==> src/rtl/aes_key_expander.sv <==
// aes_key_expander: AES round-key generator and sole writer of the round-key
// memory. A start pulse clears the memory's valid bits, then one 128-bit round
// key per cycle is written to slots 0..num_rounds.
// Optional feature macro: AES256_EN (compiles in the AES-256 key schedule).
// Without it, key_len and cipher_key[127:0] are ignored and 10 rounds are used.

// Combinational AES S-box: multiplicative inverse in GF(2^8), then affine map.
module aes_sbox (
  input  logic [7:0] in_byte,
  output logic [7:0] out_byte
);

  function automatic logic [7:0] gf_mul(input logic [7:0] a, input logic [7:0] b);
    logic [7:0] p;
    logic [7:0] aa;
    logic [7:0] bb;
    p  = 8'h00;
    aa = a;
    bb = b;
    for (int i = 0; i < 8; i++) begin
      if (bb[0]) p = p ^ aa;
      bb = bb >> 1;
      aa = {aa[6:0], 1'b0} ^ (aa[7] ? 8'h1b : 8'h00);
    end
    return p;
  endfunction

  // x^254 = x^-1 for x != 0, and maps 0 to 0 as the S-box requires
  function automatic logic [7:0] gf_inv(input logic [7:0] x);
    logic [7:0] sq;
    logic [7:0] acc;
    sq  = x;
    acc = 8'h01;
    for (int i = 1; i < 8; i++) begin
      sq  = gf_mul(sq, sq);
      acc = gf_mul(acc, sq);
    end
    return acc;
  endfunction

  logic [7:0] inv_byte;

  // Inverse followed by the fixed affine transform
  always_comb begin
    inv_byte = gf_inv(in_byte);
    out_byte = inv_byte
             ^ {inv_byte[6:0], inv_byte[7]}
             ^ {inv_byte[5:0], inv_byte[7:6]}
             ^ {inv_byte[4:0], inv_byte[7:5]}
             ^ {inv_byte[3:0], inv_byte[7:4]}
             ^ 8'h63;
  end

endmodule

module aes_key_expander (
  input  logic         clk,
  input  logic         reset,
  input  logic         start,
  input  logic         key_len,
  input  logic [255:0] cipher_key,
  output logic         busy,
  output logic         done,
  output logic [3:0]   num_rounds,
  output logic         kmem_reset_valid_bits,
  output logic         kmem_w_en,
  output logic [3:0]   kmem_waddr,
  output logic [127:0] kmem_wkey
);

  typedef enum logic [2:0] {
    S_IDLE,
    S_CLEAR,
    S_LOAD0,
    S_LOAD1,
    S_EXPAND,
    S_DONE
  } state_t;

  state_t state_q, state_d;
  logic [3:0]   rnd_q, rnd_d;
  logic [3:0]   nr_q, nr_d;
  // hist1 holds rk[r-1]; hist0 (AES-256 only) holds rk[r-2]
  logic [127:0] hist1_q, hist1_d;
`ifdef AES256_EN
  logic [127:0] hist0_q, hist0_d;
  logic         len256_q, len256_d;
`else
  logic         unused_inputs;
  assign unused_inputs = ^{key_len, cipher_key[127:0]};
`endif

  logic         busy_q, busy_d;
  logic         done_q, done_d;
  logic         rvb_q, rvb_d;
  logic         wen_q, wen_d;
  logic [3:0]   waddr_q, waddr_d;
  logic [127:0] wkey_q, wkey_d;

  logic [31:0]  sub_in;
  logic [31:0]  sub_out;
  logic [7:0]   rcon;
  logic [127:0] base_key;
  logic [127:0] new_key;

  function automatic logic [7:0] rcon_lut(input logic [3:0] idx);
    logic [7:0] v;
    case (idx)
      4'd1:    v = 8'h01;
      4'd2:    v = 8'h02;
      4'd3:    v = 8'h04;
      4'd4:    v = 8'h08;
      4'd5:    v = 8'h10;
      4'd6:    v = 8'h20;
      4'd7:    v = 8'h40;
      4'd8:    v = 8'h80;
      4'd9:    v = 8'h1b;
      4'd10:   v = 8'h36;
      default: v = 8'h00;
    endcase
    return v;
  endfunction

  // SubWord: one S-box per byte of the selected word
  generate
    for (genvar gi = 0; gi < 4; gi++) begin : g_subword
      aes_sbox u_sbox (
        .in_byte  (sub_in[gi*8 +: 8]),
        .out_byte (sub_out[gi*8 +: 8])
      );
    end
  endgenerate

  // Next round key from the key history; AES-256 odd rounds skip RotWord/Rcon
  always_comb begin
    sub_in   = {hist1_q[23:0], hist1_q[31:24]};
    rcon     = rcon_lut(rnd_q);
    base_key = hist1_q;
`ifdef AES256_EN
    if (len256_q) begin
      base_key = hist0_q;
      if (rnd_q[0]) begin
        sub_in = hist1_q[31:0];
        rcon   = 8'h00;
      end else begin
        rcon   = rcon_lut({1'b0, rnd_q[3:1]});
      end
    end
`endif
    new_key[127:96] = base_key[127:96] ^ sub_out ^ {rcon, 24'h0};
    new_key[95:64]  = base_key[95:64] ^ new_key[127:96];
    new_key[63:32]  = base_key[63:32] ^ new_key[95:64];
    new_key[31:0]   = base_key[31:0]  ^ new_key[63:32];
  end

  // Next-state logic and next values of the registered outputs
  always_comb begin
    state_d  = state_q;
    rnd_d    = rnd_q;
    nr_d     = nr_q;
    hist1_d  = hist1_q;
`ifdef AES256_EN
    hist0_d  = hist0_q;
    len256_d = len256_q;
`endif
    busy_d   = (state_q != S_IDLE);
    done_d   = 1'b0;
    rvb_d    = 1'b0;
    wen_d    = 1'b0;
    waddr_d  = 4'd0;
    wkey_d   = '0;
    case (state_q)
      S_IDLE: begin
        if (start) begin
          state_d = S_CLEAR;
`ifdef AES256_EN
          len256_d = key_len;
          nr_d     = key_len ? 4'd14 : 4'd10;
          hist0_d  = cipher_key[255:128];
          hist1_d  = key_len ? cipher_key[127:0] : cipher_key[255:128];
`else
          nr_d     = 4'd10;
          hist1_d  = cipher_key[255:128];
`endif
        end
      end
      S_CLEAR: begin
        rvb_d   = 1'b1;
        state_d = S_LOAD0;
      end
      S_LOAD0: begin
        wen_d   = 1'b1;
        waddr_d = 4'd0;
`ifdef AES256_EN
        wkey_d  = hist0_q;
        if (len256_q) begin
          state_d = S_LOAD1;
        end else begin
          state_d = S_EXPAND;
          rnd_d   = 4'd1;
        end
`else
        wkey_d  = hist1_q;
        state_d = S_EXPAND;
        rnd_d   = 4'd1;
`endif
      end
`ifdef AES256_EN
      S_LOAD1: begin
        wen_d   = 1'b1;
        waddr_d = 4'd1;
        wkey_d  = hist1_q;
        state_d = S_EXPAND;
        rnd_d   = 4'd2;
      end
`endif
      S_EXPAND: begin
        wen_d   = 1'b1;
        waddr_d = rnd_q;
        wkey_d  = new_key;
        hist1_d = new_key;
`ifdef AES256_EN
        hist0_d = hist1_q;
`endif
        if (rnd_q == nr_q) begin
          state_d = S_DONE;
        end else begin
          rnd_d = rnd_q + 4'd1;
        end
      end
      S_DONE: begin
        done_d  = 1'b1;
        state_d = S_IDLE;
      end
      default: state_d = S_IDLE;
    endcase
  end

  // State, key history and output registers; reset abandons any run in progress
  always_ff @(posedge clk or negedge reset) begin
    if (!reset) begin
      state_q  <= S_IDLE;
      rnd_q    <= 4'd0;
      nr_q     <= 4'd0;
      hist1_q  <= '0;
`ifdef AES256_EN
      hist0_q  <= '0;
      len256_q <= 1'b0;
`endif
      busy_q   <= 1'b0;
      done_q   <= 1'b0;
      rvb_q    <= 1'b0;
      wen_q    <= 1'b0;
      waddr_q  <= 4'd0;
      wkey_q   <= '0;
    end else begin
      state_q  <= state_d;
      rnd_q    <= rnd_d;
      nr_q     <= nr_d;
      hist1_q  <= hist1_d;
`ifdef AES256_EN
      hist0_q  <= hist0_d;
      len256_q <= len256_d;
`endif
      busy_q   <= busy_d;
      done_q   <= done_d;
      rvb_q    <= rvb_d;
      wen_q    <= wen_d;
      waddr_q  <= waddr_d;
      wkey_q   <= wkey_d;
    end
  end

  assign busy                  = busy_q;
  assign done                  = done_q;
  assign num_rounds            = nr_q;
  assign kmem_reset_valid_bits = rvb_q;
  assign kmem_w_en             = wen_q;
  assign kmem_waddr            = waddr_q;
  assign kmem_wkey             = wkey_q;

endmodule

==> config.mk <==
export PLATFORM = sky130hd
export DESIGN_NAME = aes_key_expander
export DESIGN_NICKNAME = d
export VERILOG_FILES = /design/src/rtl/aes_key_expander.sv
export SDC_FILE = /design/constraint.sdc
export NUM_CORES = 2
export LEC_CHECK = 0
export CAP_MARGIN = 5
export CORE_ASPECT_RATIO = 0.8
export CORE_MARGIN = 2
export CORE_UTILIZATION = 41
export DETAILED_ROUTE_END_ITERATION = 12
export REMOVE_ABC_BUFFERS = 1
export SYNTH_ARGS = -nofsm -noshare
export SYNTH_HDL_FRONTEND = slang
export SYNTH_SLANG_ARGS = --single-unit
==> constraint.sdc <==
create_clock -name clk -period 22.4 [get_ports clk]
set_input_delay 6.72 -clock clk [delete_from_list [all_inputs] [get_ports clk]]
set_output_delay 6.72 -clock clk [all_outputs]
set_load 0.01 [all_outputs]
==> reports/metrics.sh <==
STATUS='completed'
PLACEABLE_CORE_AREA_MM2=0.162
FIN_WS_NS=2.76
DIE_W_UM=455
ANTENNA_FOUND_INITIAL=7
WORST_PATH_LARGEST_CELL_DELAY_NS=0.85
VERT_DIE_DIM_UM=365
VIA_COUNT=62000
FINALSETUPVIOLCOUNT=0
CLK_ROOT_BUFFER_CELL='clkbuf_16'
FIRST_PASS_ITERS=8
VIA_COUNT_OF_THE_FIRST_GLOBAL_ROUTING_PASS=57700
NETLIST_AREA_MM2=0.0666
CTS.SINKS=272
CLOCK_PATH_BUFFERS=3
POST-ROUTE-PERIOD-UTIL_PCT=87.7
SYNTH_TOP_FAMILY_BY_AREA='XOR/XNOR gates'
CTS.HOLD.BUFFERS_ADDED=0
WORST-ENDPOINT-REQUIRED_NS=22.88
DIE-AREA_MM2=0.166
INITIAL_CORE_UTILIZATION_PCT=41.2
CP_DATA_ARRIVAL_TIME_NS=20.12
POSTSYNTH.TOPFLOPCELL='dfrtp_1'
DRT_WL_TOTAL_MM=214
STARTPOINT_TYPE='register'
POST_SYNTH_EDFFS=0
DRC=0
INSERTION_DELAY_NS=0.61
DP_WORST_SETUP_SLACK_NS=3.03
NUMCTSBUFFERS=30
CPMOSTUSEDCELL='xnor2_1'
TIMING.HOLD.WORST_PATH_DEPTH=2
TNS_NS=0
TIMING_WORST_SLEW_PIN_VALUE_NS=1.31
FIN_CRIT_NS=19.64
ROUTABILITYCONGESTION=0.916
TIMING.FINAL.HOLD_VIOLATIONS=0
LAYOUT.FILLER_CELLS=15800
CLK_PIN_SLEW_NS=0.06
PIN_COUNT_OF_THE_BIGGEST_NET_ENTERING_GLOBAL_ROUTING=81
ROUTED_WIRE_LENGTH_PER_INSTANCE_UM=19.8
VIAS_PER_CELL=5.74
PLACE.DETAILED.HPWL_MM=156
POST_CTS.RESIZED_INSTANCES=0
SYNTH-XOR-AREA-SHARE_PCT=45.0
CTSHTREEMAXLEVEL=1
FINAL.SETUP_SKEW_NS=0.0211
CRITICAL_PATH_END_TYPE='register'
TIMING.REG2REG.WORST_PATH_DEPTH=52
SETUP_REPAIR_AFTER_GLOBAL_ROUTING_MISSED_ITS_MARGIN='false'
PORT_BUFFERS=268
CRITICAL_PATH.MAX_FANOUT=28
POST_SYNTH_AND_OR_NAND_NOR_AREA_FRACTION_PCT=18.5
BOUNDARYPINS=400
SYNTH-COMPOUND-AREA-SHARE_PCT=17.1
CTS_SETUP_BUFFERS=0
CTS_TREE='done'
CLOCK.FMAX_GHz=0.0509
FINISH.NET_COUNT=8914
GLOBAL_ROUTE.USAGE.TOTAL_PCT=24.7
YS_FF_LATCH=272
SYNTH_CELL_TYPES=113
POST_ROUTE_CELLS_DRIVE_ABOVE_1_SHARE_PCT=7.04
OVERFLOW=0
LAYOUT-AREA-OVERHEAD-VS-SYNTH_PCT=9.58
HP-CLASS='reg -> reg'
ROUTE.ANTENNA.REMAINING_NETS=0
SYN_AREA_PER_CELL_UM2=7.71
YOSYS_WARNINGS=0
SYNTH_FA_HA_AREA_SHARE_PCT=0.514
GLOBAL_ROUTE_WIRE_LENGTH_BEFORE_REPAIR_MM=336
FP_ROWS=132
MULTIPLEXER_FRACTION_OF_THE_SYNTHESIZED_CELL_AREA_PCT=4.28
CRITICAL_PATH.SLOWEST_CELL='a311oi_4'
WORST-SETUP-PATH-TYPE='reg -> reg'
FIRST_ITER_VIOLATIONS=5834
NETLIST_INSTANCES=8643
DRV.MAX_CAP_VIOLATION_COUNT=0
SHARE_OF_THE_YOSYS_CHIP_AREA_BELONGING_TO_REGISTERS_PCT=10.2
SYNTH_ASYNC_SR_FLOP_SHARE_PCT=100
TIMING.SLEW.HEADROOM_PCT=12.1
TIMING_MAX_TRANSITION_VIOLATIONS_FINAL=0
==> flip-flops by register name (all words and copies together) (netlist names) <==
name	cells
done	1
num_rounds	1
kmem_reset_valid_bits	1
kmem_w_en	1
kmem_wkey	128
base_key	128
state_q	3
busy	1
kmem_waddr	4
rnd_q	4
==> kinds of logic after synthesis <==
| logic type | Yosys count |
|---|---|
| AO/OA/AOI/OAI | 1783 |
| XOR/XNOR | 2718 |
| adder cells (fa/ha/maj) | 28 |
| multiplexers | 273 |
| other | 1 |
| buffers and inverters | 690 |
| AND/OR/NAND/NOR | 2878 |
| flip-flops | 272 |
==> worst paths after layout <==
path                               from  slack, ns            end
max                        base_key[16]       2.76   base_key[90]
min                        base_key[96]       0.51  kmem_wkey[96]
max reg2reg                base_key[16]       2.76   base_key[90]
min reg2reg                base_key[96]       0.51  kmem_wkey[96]
max in group asynchronous         reset      14.16  kmem_wkey[23]
min in group asynchronous         reset       6.11  kmem_wkey[47]
==> cells in the mapped netlist (90+ instances only) <==
cell / count / area, µm²
a21oi_1: 436 / 2180
a22oi_1: 122 / 916
buf_2: 109 / 546
clkbuf_1: 397 / 1490
dfrtp_1: 272 / 6810
inv_1: 90 / 338
mux2i_1: 214 / 2140
nand2_1: 967 / 3630
nand3_1: 159 / 796
nor2_1: 1171 / 4400
nor3_1: 187 / 936
o21ai_0: 448 / 2240
o22ai_1: 119 / 744
xnor2_1: 1777 / 15600
xnor3_1: 330 / 7430
xor2_1: 462 / 4050
==> final cells by class <==
| class | count | area [µm²] | area share (%) |
|---|---|---|---|
| tap | 2144 | 2680 | 3.67 |
| clock inverter | 15 | 170 | 0.233 |
| timing repair buffer | 538 | 4710 | 6.46 |
| inverter | 105 | 394 | 0.540 |
| multi-input combinational | 7682 | 57400 | 78.6 |
| clock buffer | 41 | 863 | 1.18 |
| antenna | 4 | 10.0 | 0.0137 |
| sequential | 272 | 6810 | 9.32 |
==> through the flow <==
step           hold WS [ns]  util (%)  cell area [µm²]  std cells
3_3_place_gp          0.500      44.5            72000      10700
2_1_floorplan         0.472         -            64200       8059
4_1_cts               0.515      45.2            73000      10800
5_1_grt               0.555      45.2            73000      10800
3_5_place_dp          0.508      44.5            72000      10700
6_report              0.512      45.2            73000      10800
==> layer usage <==
layer / up-vias / routed length (µm) / track usage, %
li1: 29600 / - / -
met1: 30100 / 98700 / 36.3
met2: 2193 / 96800 / 39.5
met3: 211 / 13300 / 1.53
met4: 6 / 4680 / 5.78
met5: - / 34 / 0
==> worst max-delay path: cells and delay by family, from the launching register on <==
| kind | cells | cell delay [ns] |
|---|---|---|
| AO/OA/AOI/OAI | 9 | 2.46 |
| XOR/XNOR | 27 | 11.87 |
| adder cells (fa/ha/maj) | 2 | 0.91 |
| buffers and inverters | 2 | 0.77 |
| flip-flops | 1 | 0.62 |
| multiplexers | 4 | 0.94 |
| AND/OR/NAND/NOR | 8 | 1.83 |
==> layout by cell type (no fill, tap or decap), types with 49 or more instances in the layout <==
master / n
a211oi_1: 80
a21o_1: 49
a21oi_1: 436
a22oi_1: 122
a31oi_1: 82
buf_4: 270
clkdlybuf4s50_1: 267
dfrtp_1: 272
inv_1: 90
mux2_2: 54
mux2i_1: 214
nand2_1: 965
nand2b_1: 65
nand3_1: 159
nor2_1: 1170
nor2b_1: 59
nor3_1: 187
o211ai_1: 71
o21ai_0: 448
o22ai_1: 119
or3_1: 49
xnor2_1: 1740
xnor2_2: 98
xnor3_1: 329
xor2_1: 455
Power is left out: the tool's default activity adds up to more than one toggle a clock period on the data nets, which glitch-free logic cannot reach.
